### config.mk
export PLATFORM = sky130hd
export DESIGN_NAME = core_instr_prefetch
export DESIGN_NICKNAME = d
export VERILOG_FILES = /design/src/rtl/core_fetch_pkg.sv /design/src/rtl/core_fetch_fifo.sv /design/src/rtl/core_instr_prefetch.sv
export SDC_FILE = /design/constraint.sdc
export NUM_CORES = 1
export LEC_CHECK = 0
export ABC_CLOCK_PERIOD_IN_PS = 4650
export CAP_MARGIN = 40
export CORE_MARGIN = 3
export CORE_UTILIZATION = 30
export DETAILED_ROUTE_END_ITERATION = 10
export PLACE_DENSITY = 0.53
export RECOVER_POWER = 100
export REMOVE_ABC_BUFFERS = 1
export SYNTH_ARGS = -nofsm -noshare
export SYNTH_HDL_FRONTEND = slang
export SYNTH_SLANG_ARGS = --single-unit
### constraint.sdc
create_clock -name clk -period 4.65 [get_ports clk]
set_clock_uncertainty 0.15 [all_clocks]
set_input_delay 0.93 -clock clk [delete_from_list [all_inputs] [get_ports clk]]
set_output_delay 0.93 -clock clk [all_outputs]
set_load 0.05 [all_outputs]
### src/rtl/core_fetch_pkg.sv
`default_nettype none
// ============================================================================
// core_fetch_pkg : shared types and helpers for the instruction prefetch front end
// Rev 1.0
// ============================================================================
package core_fetch_pkg;

  typedef struct packed {
    logic [31:0] pc;
    logic [31:0] instr;
  } fetch_entry_t;

  localparam logic [31:0] NOP_INSTR_DEFAULT = 32'h0000_0013;

  function automatic logic [31:0] align_word(input logic [31:0] addr,
                                             input int unsigned nbits = 2);
    return addr & ~((32'h1 << nbits) - 32'h1);
  endfunction

endpackage
`default_nettype wire

### src/rtl/core_fetch_fifo.sv
`default_nettype none
// ============================================================================
// core_fetch_fifo : synchronous FIFO with flush; flush overrides push and pop
// Rev 1.0
// ============================================================================
module core_fetch_fifo
  import core_fetch_pkg::*;
#(
  parameter int unsigned DEPTH = 4,
  parameter type         T     = fetch_entry_t
) (
  input  logic                   clk,
  input  logic                   rstn,
  input  logic                   push_i,
  input  T                       data_i,
  input  logic                   pop_i,
  input  logic                   flush_i,
  output T                       data_o,
  output logic [$clog2(DEPTH):0] count_o,
  output logic                   empty_o,
  output logic                   full_o
);

  localparam int unsigned     AW       = $clog2(DEPTH);
  localparam logic [AW:0]     CNT_FULL = DEPTH[AW:0];
  localparam logic [AW:0]     CNT_ONE  = {{AW{1'b0}}, 1'b1};
  localparam logic [AW-1:0]   PTR_ONE  = {{(AW-1){1'b0}}, 1'b1};

  T              mem_q [DEPTH];
  logic [AW-1:0] wptr_q;
  logic [AW-1:0] rptr_q;
  logic [AW:0]   count_q;
  logic          do_push;
  logic          do_pop;

  assign empty_o = (count_q == '0);
  assign full_o  = (count_q == CNT_FULL);
  assign do_pop  = pop_i & ~empty_o;
  // A full queue can still accept when the head leaves in the same cycle.
  assign do_push = push_i & (~full_o | do_pop);

  always_ff @(posedge clk or negedge rstn) begin
    if (!rstn) begin
      wptr_q  <= '0;
      rptr_q  <= '0;
      count_q <= '0;
    end else if (flush_i) begin
      wptr_q  <= '0;
      rptr_q  <= '0;
      count_q <= '0;
    end else begin
      if (do_push) wptr_q <= wptr_q + PTR_ONE;
      if (do_pop)  rptr_q <= rptr_q + PTR_ONE;
      case ({do_push, do_pop})
        2'b10:   count_q <= count_q + CNT_ONE;
        2'b01:   count_q <= count_q - CNT_ONE;
        default: count_q <= count_q;
      endcase
    end
  end

  always_ff @(posedge clk) begin
    if (do_push && !flush_i) mem_q[wptr_q] <= data_i;
  end

  assign data_o  = mem_q[rptr_q];
  assign count_o = count_q;

endmodule
`default_nettype wire

### src/rtl/core_instr_prefetch.sv
`default_nettype none
// ============================================================================
// core_instr_prefetch : sequential instruction prefetch queue with redirect
// Rev 1.0
// ============================================================================
module core_instr_prefetch
  import core_fetch_pkg::*;
#(
  parameter int unsigned DEPTH      = 4,
  parameter int unsigned BOOT_ALIGN = 2,
  parameter logic [31:0] NOP_INSTR  = NOP_INSTR_DEFAULT
) (
  input  logic                   clk,
  input  logic                   rstn,
  input  logic [31:0]            i_boot_addr,
  input  logic                   i_stall,
  input  logic                   i_bus_disable,
  input  logic                   i_ex_jmp,
  input  logic [31:0]            i_ex_target,
  input  logic                   i_id_jmp,
  input  logic [31:0]            i_id_target,
  output logic                   o_valid,
  output logic [31:0]            o_pc,
  output logic [31:0]            o_instr,
  output logic                   rd_req,
  output logic [3:0]             rd_be,
  output logic [31:0]            rd_addr,
  input  logic                   rd_gnt,
  input  logic [31:0]            rd_data,
  output logic [$clog2(DEPTH):0] fill_level
);

  localparam int unsigned   CW      = $clog2(DEPTH) + 1;
  localparam logic [CW-1:0] DEPTH_C = DEPTH[CW-1:0];

  logic [31:0]   fpc_q, fpc_d;
  logic [31:0]   pc_q, pc_d;
  logic          inflight_q, inflight_d;
  logic          booted_q;
  logic [31:0]   target;
  logic [31:0]   base_pc;
  logic          redir;
  logic          grant;
  logic          push;
  logic          pop;
  logic          empty;
  logic          unused_full;
  logic [CW-1:0] count;
  logic [CW-1:0] occ;
  fetch_entry_t  push_entry;
  fetch_entry_t  head;

  assign redir  = i_ex_jmp | i_id_jmp;
  assign target = align_word(i_ex_jmp ? i_ex_target : i_id_target);

  // Until the first edge after reset the fetch PC is the boot address itself.
  assign base_pc = booted_q ? fpc_q : align_word(i_boot_addr, BOOT_ALIGN);
  assign rd_addr = redir ? target : base_pc;

  assign occ    = redir ? '0 : count + {{(CW-1){1'b0}}, inflight_q};
  assign rd_req = rstn & ~i_bus_disable & (occ < DEPTH_C);
  assign rd_be  = {4{rd_req}};
  assign grant  = rd_req & rd_gnt;

  always_comb begin
    fpc_d      = rd_addr;
    pc_d       = pc_q;
    inflight_d = 1'b0;
    if (grant) begin
      fpc_d      = rd_addr + 32'd4;
      pc_d       = rd_addr;
      inflight_d = 1'b1;
    end
  end

  always_ff @(posedge clk or negedge rstn) begin
    if (!rstn) begin
      fpc_q      <= '0;
      pc_q       <= '0;
      inflight_q <= 1'b0;
      booted_q   <= 1'b0;
    end else begin
      fpc_q      <= fpc_d;
      pc_q       <= pc_d;
      inflight_q <= inflight_d;
      booted_q   <= 1'b1;
    end
  end

  // Responses landing in a redirect cycle belong to the old stream.
  assign push       = inflight_q & ~redir;
  assign push_entry = '{pc: pc_q, instr: rd_data};
  assign pop        = o_valid & ~i_stall & ~redir;

  core_fetch_fifo #(
    .DEPTH (DEPTH),
    .T     (fetch_entry_t)
  ) u_fifo (
    .clk     (clk),
    .rstn    (rstn),
    .push_i  (push),
    .data_i  (push_entry),
    .pop_i   (pop),
    .flush_i (redir),
    .data_o  (head),
    .count_o (count),
    .empty_o (empty),
    .full_o  (unused_full)
  );

  assign o_valid    = ~empty & ~i_ex_jmp;
  assign o_pc       = o_valid ? head.pc : '0;
  assign o_instr    = o_valid ? head.instr : NOP_INSTR;
  assign fill_level = count;

endmodule
`default_nettype wire

==> run summary <==
# IOs = 240
Initial core utilization = 0.3049
Vias per cell = 4.711
DRC Markers = 0
Most used DFF post-synth = edfxtp_1
Unrepaired setup endpoints after global routing = no
Period minus WS final = 4.299 ns
Max-cap violations = 2
Main combinational cell family by area after synthesis = multiplexers
Vias = 8584
Synth cell types = 59
Final worst-path cycle share = 0.9246
Die H = 224.0 µm
Critical path class = input port to output port
TritonCTS Buffers = 38
CTS tree = built
Largest cells by area after synthesis = edfxtp_1 (54%), dfrtp_1 (13%), mux4_2 (10%)
Initial antenna violation count = 0
Clk sinks = 329
Worst skew pair latency = 0.54 ns
Row cnt = 79
Type of origin of the critical path = input port
Fraction of layout cells with a size suffix above 1 = 0.2010
Post-synth EDFFs = 256
Final setup viols = 0
Pwr per Cell Area = 379.9 nW/µm²
Post-CTS Hold Buffers = 0
Synth Warn # = 0
Gpl congestion = 0.7815
Worst-path clk slew = 0.06 ns
Total wire length = 38840 µm
Most frequent cells in the layout = edfxtp_1 (256), nand2_1 (111), clkdlybuf4s50_1 (93)
Cells after Synth = 922
Clk root buf = clkbuf_16
Largest net degree at the start of global routing = 63
Avg Cell Area, Syn = 15.46 µm²
Min-Delay Path Class = register to register
Bufs on Longest Clock Path = 3
Dpl cells = 1752
CTS H-tree lvls = 2
XOR/XNOR Fraction of Synth Area = 0.02027
Biggest area consumer among synthesized cells = edfxtp_1
Actual slew at the worst max-slew pin = 2.250 ns
Drt initial violations = 516
Post-Synth Simple-Gate Area = 0.1058
PostCTS Resize Cnt = 0
Number of global-route vias before repair = 9098
DR pass1 iterations = 5
Postcts setup bufs = 0
Highest clock rate = 232.6 MHz
Sequential-to-total area share from yosys stat = 0.6674
CP Max Fanout = 32
Met1 usage in global routing = 0.2152
WL per Instance = 21.31 µm
Placed cell area = 17640 µm²
Leakage = 6.722 nW
Compound-Gate Fraction of Synth Area = 0.03853
Final nets = 1326
GR Overflow Total = 0
Slew Limit Fails = 69
Mux share of post-synthesis cell area = 0.1379
Worst Path Required = 3.57 ns
Met3 GRT Util = 0.02962
Gr busiest metal = met2
Die Wd = 224.0 µm
Port bufs = 233
Final hold vios = 0
Most common cell after layout, fill and taps aside = edfxtp_1
Met2 usage = 0.2503
Post-Synth Adder-Cell Area = 0.005793
Ys async rst share = 0.2219
Synth Cell Area = 14260 µm²
Synth top area share = 0.5392
Outcome = complete, but fails checks
Hold WS = 0.3579 ns
Area growth, synth to finish = 29.73%
Die ar. = 50170 µm²
Crit path arrival time = 3.22 ns
DRT antenna net count = 0
Final std cells w/o fill = 1822
Dpl hpwl = 25720 µm
Failing checks = capacitance limit, slew limit
Total power = 0.007026 W
Global-route wire length before repair = 58030 µm
CP Capture Type = output port
Core area = 46750 µm²
Fin area = 18500 µm²
FF+latch count, synth = 329
Worst vdd ir = 0.0002206 V
Slew HR = -0.4998
Gr usage total = 0.1550
-- registers in the layout (all words and copies together), names as in the netlist --
register,cells
fpc_q,32
u_fifo.wptr_q,2
pc_q,32
u_fifo.count_o,3
u_fifo.rptr_q,2
u_fifo.mem_q,256
booted_q,1
inflight_q,1
-- critical path, cell delays in order --
cell      delay, ns
buf_4          0.35
clkbuf_1       0.59
nor3_1         0.13
mux2i_1        0.15
clkbuf_1       0.26
and3b_1        0.56
buf_12         0.21
-- cell families after synthesis --
group	Yosys count
flops	329
simple gates	293
mux	113
compound gates	78
buf+inv	69
xor+xnor	33
fa+ha+maj	6
other cells	1
-- per-layer routing --
layer  vias up  routed length, µm  part of all wire
met2       196              18390              0.47
met4         0                760             0.020
li1       4005                  -                 -
met1      4328              18000              0.46
met3        55               1691             0.044
met5         -                  0                 0
-- cell usage after synthesis (all sizes together) (2+ instances only) --
cell,n
a211oi,5
a21o,2
a21oi,22
a221oi,5
a311oi,2
a31oi,4
a32o,2
and2,68
and3,6
and3b,8
buf,34
clkbuf,23
dfrtp,73
edfxtp,256
ha,5
inv,12
mux2,17
mux2i,32
mux4,64
nand2,112
nand3,18
nand3b,6
nand4,7
nand4b,3
nor2,34
nor2b,9
nor3,8
nor3b,4
nor4,2
o21ai,24
o31ai,2
or3,6
xnor2,24
xor2,9
-- final timing paths --
kind	to	from	depth (start not counted)	slack [ns]
max	rd_be[2]	i_ex_jmp	7	0.35
min	u_fifo.mem_q[3][56]	pc_q[24]	0	0.36
max reg2reg	u_fifo.mem_q[1][18]	u_fifo.count_o[1]	5	1.16
min reg2reg	u_fifo.mem_q[3][56]	pc_q[24]	0	0.36
max in group asynchronous	u_fifo.rptr_q[1]	rstn	3	0.99
min in group asynchronous	fpc_q[1]	rstn	2	1.12
-- through the flow --
| stage | TNS (ns) | util | setup slack (ns) |
|---|---|---|---|
| floorplan | -1.112 | - | -0.2102 |
| global placement | 0 | 0.3774 | 0.5422 |
| detailed placement | 0 | 0.3774 | 0.4950 |
| CTS | 0 | 0.4045 | 0.3168 |
| global route | 0 | 0.3955 | 0.1203 |
| finish | 0 | 0.3956 | 0.3508 |
-- area by class of cell --
cell class	instances	area, µm²
timing repair buffer	280	2576
fill	4430	28260
antenna	1	2.502
clock inverter	25	255.2
tap	607	759.5
multi-input combinational	524	4322
inverter	12	45.04
sequential	329	9520
clock buffer	44	1015
-- power by group --
group          switching (W)  internal, W  total (W)
Combinational       0.000357     0.000267   0.000624
Sequential         0.0000807      0.00331    0.00339
Clock                0.00117      0.00184    0.00302
Total                0.00161      0.00541    0.00703
Note: power is estimated with default switching activity, not from simulation.
==> RTL edit (config.mk and constraints unchanged) <==
Put a register stage on the output `fill_level`, with the module's reset. The value now appears one clock later. The other outputs are not delayed to match.
--- a/src/rtl/core_instr_prefetch.sv
+++ b/src/rtl/core_instr_prefetch.sv
@@ -111,7 +111,13 @@
   assign o_valid    = ~empty & ~i_ex_jmp;
   assign o_pc       = o_valid ? head.pc : '0;
   assign o_instr    = o_valid ? head.instr : NOP_INSTR;
-  assign fill_level = count;
+  always_ff @(posedge clk or negedge rstn) begin
+    if (!rstn) begin
+      fill_level <= '0;
+    end else begin
+      fill_level <= count;
+    end
+  end
 
 endmodule
 `default_nettype wire
Behaviour: not the same (a bounded check fails within 4 cycles, from zero or initial values and one cycle with rstn low).
==> RTL edit against the unedited design <==
  * Routed wire length rose by 0.94%
  * Critical path depth fell by 3
  * Synthesized area rose by 0.54%
  * Maximum frequency fell by 1.8%
  * Cell count rose by 0.49%
  * Sequential cell count rose by 3
  * Via count rose by 0.44%
  * Clock power barely moved
  * Setup slack got worse by 0.081 ns
  * Cell area rose by 0.58%
  * Register-to-register slack got worse by 0.28 ns
  * The run still ends with capacitance limit, slew limit left
  * Power barely moved
==> RTL edit: results (changes against the unedited design) <==
failing checks=capacitance limit, slew limit; syn_area_per_cell=15.5 µm² (+0.22%); fillers=4399 (-0.70%); peak supply drop=0.213 mV (-3.6%); sequential fraction of the synthesis area=0.669 (+0.00163); Logic pwr share=0.085 (-0.004); Via-to-Cell Ratio=4.71 (about the same); CP endpoint=rd_addr[8]; number of global-route vias before repair=9176 (+0.86%); cts bufs inserted=39 (+2.6%); delay-heaviest family, CP=compound AO/OA/AOI/OAI gates; dpl hpwl=26900 µm (+4.7%); top cells by count, synth=edfxtp_1, nand2_1, dfrtp_1; largest net degree at the start of global routing=41 (-35%); Reg2Reg Setup Slack=0.88 ns (-0.28 ns); max_cap viols=5 (+3); status=finished with violations; Critical Path Slowest Stage Cell=o21ai_0; share of cells above drive strength 1=0.201 (about the same); DR iter-0 viols=538 (+4.3%); fraction of registers with async set/reset=0.229 (+0.00703); Final GP Congestion=0.766 (-1.9%); initial antenna violation count=6 (+6); Setup WS pre-CTS=0.505 ns (+0.00997 ns); nets=1331 (+0.38%); wire length per cell=21.4 µm (+0.44%); reg2reg end=fpc_q[23]; Static Leak=0.00674 µW (+0.31%); P_int=5390 µW (-0.52%); FF-to-FF path depth=9 (+4); Rel. slew slack=-0.598 (-0.0986); DP Area=17700 µm² (+0.37%); Worst Setup SP=booted_q; Final Max Tran Viols=122 (+77%)
RTL edit: worst reg2reg max path, cell delays in order (launching register included):
cell      delay, ns
dfrtp_2        0.91
buf_4          0.37
buf_4          0.18
and3_1         0.15
o21ai_0        0.13
a222oi_1       0.49
clkbuf_1       0.26
and2_0         0.62
nand4_1        0.23
xnor2_1        0.18
RTL edit: worst min-delay path by stage:
stage | startpoint | end | slack (ns) | cells after the start
finish | pc_q[23] | u_fifo.mem_q[3][55] | 0.37 | 0
global placement | pc_q[0] | u_fifo.mem_q[3][32] | 0.34 | 0
global route | pc_q[3] | u_fifo.mem_q[3][35] | 0.39 | 0
floorplan | pc_q[0] | u_fifo.mem_q[0][32] | 0.32 | 0
detailed placement | pc_q[15] | u_fifo.mem_q[2][47] | 0.35 | 0
CTS | pc_q[15] | u_fifo.mem_q[2][47] | 0.37 | 0
RTL edit: layer usage:
layer,up-vias,track usage,part of all wire
met2,206,0.260,0.49
met5,-,0,0.00048
li1,4011,-,-
met3,64,0.0347,0.046
met4,4,0.0388,0.020
met1,4337,0.212,0.45
RTL edit: cell type report:
cell class,instances,area (µm²),share of cell area
Sequential cell,332,9600,0.516
Multi-Input combinational cell,524,4320,0.232
Timing Repair Buffer,281,2610,0.140
Clock buffer,48,1030,0.0554
Tap cell,607,759,0.0408
Clock inverter,23,234,0.0126
Inverter,12,45.0,0.00242
Antenna cell,4,10.0,0.000538
RTL edit: cell families (layout without fill, tap and decap cells):
group / Yosys count / after routing / share of synthesized area
buffers and inverters: 69 / 364 / 0.0242
muxes: 113 / 113 / 0.137
and+or+nand+nor: 293 / 293 / 0.105
AOI/OAI and AO/OA: 78 / 78 / 0.0383
xor gates and xnor gates: 33 / 33 / 0.0202
DFF: 332 / 332 / 0.669
adders and majority gates: 6 / 6 / 0.00576
other: 1 / 5 / 0.000262
